[src/rtl/bram_word_uart_streamer.sv]
// Streams WORD_COUNT 32-bit words from a registered-output BRAM to uart_transmit,
// most significant byte first, one trigger per busy low->high->low cycle.
//
// state   | meaning
// IDLE    | waiting for start_in with enable_in high
// FETCH   | address held for READ_LATENCY cycles, then word captured
// SEND    | waiting for uart idle, then present top byte and pulse trigger
// GUARD   | trigger cleared; busy ignored while uart_transmit raises it
// WAIT_TX | waiting for the byte in flight to finish
// NEXT    | advance to the next address or finish the run
module bram_word_uart_streamer #(
    parameter int ADDR_WIDTH   = 15,
    parameter int WORD_COUNT   = 25251,
    parameter int READ_LATENCY = 2
) (
    input  logic                  clk_in,
    input  logic                  rst_in,
    input  logic                  enable_in,
    input  logic                  start_in,
    output logic [ADDR_WIDTH-1:0] bram_addr_out,
    input  logic [31:0]           bram_data_in,
    input  logic                  uart_busy_in,
    output logic [7:0]            uart_byte_out,
    output logic                  uart_trigger_out,
    output logic                  busy_out,
    output logic                  done_out,
    output logic [ADDR_WIDTH-1:0] words_sent_out
);

    localparam logic [ADDR_WIDTH-1:0] LAST_ADDR  = ADDR_WIDTH'(WORD_COUNT - 1);
    localparam logic [ADDR_WIDTH-1:0] WORD_LIMIT = ADDR_WIDTH'(WORD_COUNT);
    localparam logic [ADDR_WIDTH-1:0] ADDR_ONE   = ADDR_WIDTH'(1);
    localparam logic [1:0]            LAT_LAST   = 2'(READ_LATENCY - 1);

    typedef enum logic [2:0] {
        IDLE,
        FETCH,
        SEND,
        GUARD,
        WAIT_TX,
        NEXT
    } state_t;

    state_t      state;
    logic [31:0] word_reg;
    logic [1:0]  byte_idx;
    logic [1:0]  lat_cnt;

    always_ff @(posedge clk_in or negedge rst_in) begin
        if (!rst_in) begin
            state            <= IDLE;
            word_reg         <= '0;
            byte_idx         <= '0;
            lat_cnt          <= '0;
            bram_addr_out    <= '0;
            uart_byte_out    <= '0;
            uart_trigger_out <= 1'b0;
            busy_out         <= 1'b0;
            done_out         <= 1'b0;
            words_sent_out   <= '0;
        end else begin
            done_out         <= 1'b0;
            uart_trigger_out <= 1'b0;
            if (state != IDLE && !enable_in) begin
                // Abort: a byte already handed to the uart finishes on its own.
                state         <= IDLE;
                busy_out      <= 1'b0;
                bram_addr_out <= '0;
            end else begin
                case (state)
                    IDLE: begin
                        if (start_in && enable_in) begin
                            bram_addr_out  <= '0;
                            words_sent_out <= '0;
                            lat_cnt        <= '0;
                            busy_out       <= 1'b1;
                            state          <= FETCH;
                        end
                    end
                    FETCH: begin
                        if (lat_cnt == LAT_LAST) begin
                            word_reg <= bram_data_in;
                            byte_idx <= '0;
                            state    <= SEND;
                        end else begin
                            lat_cnt <= lat_cnt + 2'd1;
                        end
                    end
                    SEND: begin
                        if (!uart_busy_in) begin
                            uart_byte_out    <= word_reg[31:24];
                            uart_trigger_out <= 1'b1;
                            state            <= GUARD;
                        end
                    end
                    GUARD: begin
                        // uart_transmit only raises busy the cycle after trigger.
                        state <= WAIT_TX;
                    end
                    WAIT_TX: begin
                        if (!uart_busy_in) begin
                            if (byte_idx != 2'd3) begin
                                word_reg <= {word_reg[23:0], 8'h00};
                                byte_idx <= byte_idx + 2'd1;
                                state    <= SEND;
                            end else begin
                                if (words_sent_out != WORD_LIMIT) begin
                                    words_sent_out <= words_sent_out + ADDR_ONE;
                                end
                                state <= NEXT;
                            end
                        end
                    end
                    NEXT: begin
                        if (bram_addr_out == LAST_ADDR) begin
                            done_out      <= 1'b1;
                            bram_addr_out <= '0;
                            busy_out      <= 1'b0;
                            state         <= IDLE;
                        end else begin
                            bram_addr_out <= bram_addr_out + ADDR_ONE;
                            lat_cnt       <= '0;
                            state         <= FETCH;
                        end
                    end
                    default: begin
                        busy_out <= 1'b0;
                        state    <= IDLE;
                    end
                endcase
            end
        end
    end

endmodule

[config.mk]
export PLATFORM = sky130hd
export DESIGN_NAME = bram_word_uart_streamer
export DESIGN_NICKNAME = d
export VERILOG_FILES = /design/src/rtl/bram_word_uart_streamer.sv
export SDC_FILE = /design/constraint.sdc
export NUM_CORES = 1
export LEC_CHECK = 0
export ABC_CLOCK_PERIOD_IN_PS = 3500
export CORE_MARGIN = 3
export CORE_UTILIZATION = 53
export CTS_BUF_LIST = sky130_fd_sc_hd__clkbuf_2 sky130_fd_sc_hd__clkbuf_4 sky130_fd_sc_hd__clkbuf_8
export DETAILED_ROUTE_END_ITERATION = 10
export PLACE_DENSITY = 0.89
export SLEW_MARGIN = 20
export SYNTH_ARGS = -nofsm -noshare
export SYNTH_HDL_FRONTEND = slang
export SYNTH_SLANG_ARGS = --single-unit
export TNS_END_PERCENT = 10
[constraint.sdc]
create_clock -name clk_in -period 3.5 [get_ports clk_in]
set_clock_uncertainty 0.1 [all_clocks]
set_input_delay 0.7 -clock clk_in [delete_from_list [all_inputs] [get_ports clk_in]]
set_output_delay 0.7 -clock clk_in [all_outputs]
set_load 0.005 [all_outputs]
==> results.json <==
{
  "ant_nets": 0,
  "die_area_sq_um": 8865,
  "ys_ff_latch": 80,
  "worst_r2r_endpoint": "bram_addr_out[6]",
  "yosysWarnings": 0,
  "slew_headroom": 0.3395,
  "grt_pass1_wl_mm": 15.62,
  "grt_max_degree": 81,
  "initial_core_util": 0.5560,
  "fillCellCount": 555,
  "die_y_microns": 94.16,
  "nets": 534,
  "clk_path_buf_depth": 2,
  "cts_buffers": 9,
  "wl_mm": 9.401,
  "avgSynthCellArea_sq_um": 9.601,
  "grt_usage": 0.2227,
  "clk-insertion-delay-late_ns": 0.35,
  "ctsHoldBuffers": 0,
  "antenna_found_initial": 0,
  "cp-endpoint": "state[1]",
  "rows": 31,
  "critPathLaunch": "enable_in",
  "crit_fanout": 11,
  "fin_crit_ns": 2.545,
  "required_ns": 3.64,
  "cts_resized": 0,
  "hpwl_mm": 6.572,
  "clock-sinks": 80,
  "root_buffer": "clkbuf_8",
  "fin_hold_ws_ns": 0.3853,
  "cts_setup_buffers": 0,
  "period_share": 0.7271,
  "ys_seq_area_frac": 0.4860,
  "synthTopCellsByCount": "dfrtp_1, nand2_1, o21ai_0",
  "crit_path_start_kind": "primary input",
  "worst_slack_ns": 0.9552,
  "core-area_sq_um": 7408,
  "portBuffers": 77,
  "io_pins": 78,
  "rr_worst_depth": 7,
  "grt_overflow": 0,
  "end_kind": "flop",
  "gp_congestion": 0.8070,
  "setup_violations": 0,
  "ff_latch_area_sq_um": 2002,
  "finalHoldViolCount": 0,
  "arrival_ns": 2.68,
  "async_flop_share": 1.000,
  "power_density_nw_per_um2": 523.1,
  "grt_pass1_vias": 3269,
  "yosys_most_used_dff": "dfrtp_1",
  "syn_to_final_growth_pct": 23.15,
  "reg2reg_slack_ns": 1.14,
  "p_leak_uw": 0.002142,
  "highest_layer": "met4",
  "diodes": 0,
  "die_w_microns": 94.16,
  "syn-num-nets": 471,
  "synthCells": 429,
  "hold_start": "word_reg[15]",
  "critPathKind": "primary input to flop",
  "rsz0062_at_grt": "false",
  "post_drt_wl_per_cell_microns": 15.77,
  "synth_top_cell_area_share": 0.4860,
  "clkTransAtPathRegs_ns": 0.09,
  "synth.distinct_cells": 52,
  "r2r-start": "bram_addr_out[0]",
  "synth.most_common_cell": "dfrtp_1",
  "fmax_ghz": 0.3930,
  "cts_tree": "yes",
  "fin_tns_setup_ns": 0,
  "via_per_inst": 5.869,
  "synth_edf_count": 0,
  "htree_levels": 3,
  "vias": 3498,
  "drcViolationCount": 0,
  "synth_area_leader_cell": "dfrtp_1",
  "final_max_slew_viol_count": 0,
  "route.met3.wl_microns": 526,
  "cap_violations": 0,
  "outcome": "finished, final reports clean",
  "largest_reg_flops": 32,
  "drt-pass1-iter-count": 5,
  "post-place-ws_ns": 0.6205,
  "synth.area.top_cells": "dfrtp_1, nand2_1, mux2i_1, o21ai_0, nand3_1",
  "wl_met2_mm": 4.747,
  "vdd_drop_max_mv": 0.2682,
  "drive_gt1_frac": 0.07243,
  "final_core_util": 0.6847,
  "worstMarginPinSlew_ns": 0.9907,
  "multi_input_area_sq_um": 1963,
  "drt-met1-wl_mm": 4.030,
  "drt_iter0_drc": 207,
  "worst_hold_path_type": "flop to flop",
  "syn_area_sq_um": 4119
}
[critical path, cell delays in order]
cell	delay, ns
clkdlybuf4s50_1	0.73
nor2b_1	0.40
nor4bb_1	0.55
a221o_1	0.21
o32ai_1	0.09
[kinds of logic after synthesis]
| logic type | share of synthesized area |
|---|---|
| compound gates | 0.1710 |
| xor+xnor | 0.002127 |
| fa+ha+maj | 0.01519 |
| buf+inv | 0.04161 |
| flops | 0.4860 |
| mux | 0.08020 |
| simple gates | 0.2038 |
[layer usage]
| metal | track usage | vias to the layer above |
|---|---|---|
| met5 | 0 | - |
| met1 | 0.2987 | 1686 |
| met4 | 0.06498 | 0 |
| li1 | - | 1683 |
| met3 | 0.05449 | 8 |
| met2 | 0.3582 | 121 |
[stage by stage]
stage / cell area (sq um) / instances / power [uW]
floorplan: 4119 / 429 / 1775
global placement: 4895 / 580 / 2001
detailed placement: 4895 / 580 / 2052
CTS: 5072 / 596 / 2667
global route: 5072 / 596 / 2835
finish: 5072 / 596 / 2654
[power breakdown]
group	internal (uW)	switching, uW	total (uW)	leakage (uW)
clock network	265	359	624	0.0000944
logic	340	360	700	0.000986
registers	1150	180	1330	0.00106
[worst min-delay path by stage]
stage,to,slack (ns),cells after the start
CTS,lat_cnt[0],0.39,1
global route,word_reg[15],0.41,2
floorplan,bram_addr_out[0],0.30,0
finish,word_reg[15],0.39,2
detailed placement,word_reg[30],0.37,2
global placement,word_reg[11],0.36,2
[area by class of cell]
cell class / count / share of cell area
Clock buffer: 9 / 0.02442
Multi-Input combinational cell: 316 / 0.3870
Clock inverter: 7 / 0.01061
Tap cell: 99 / 0.02442
Timing Repair Buffer: 79 / 0.1544
Inverter: 6 / 0.004440
Sequential cell: 80 / 0.3947
[cell usage in the layout, fill, tap and decap left out, drive strengths merged, types with 9 or more instances in the layout]
cell	Yosys	routed
dfrtp	80	80
inv	6	9
clkbuf	8	9
mux2i	24	24
nand2	67	67
clkdlybuf4s50	0	76
and3	9	9
nand3	18	18
o21ai	60	60
a21oi	16	16
nor2	21	21
a31oi	13	13
Note: power is estimated with default switching activity, not from simulation.
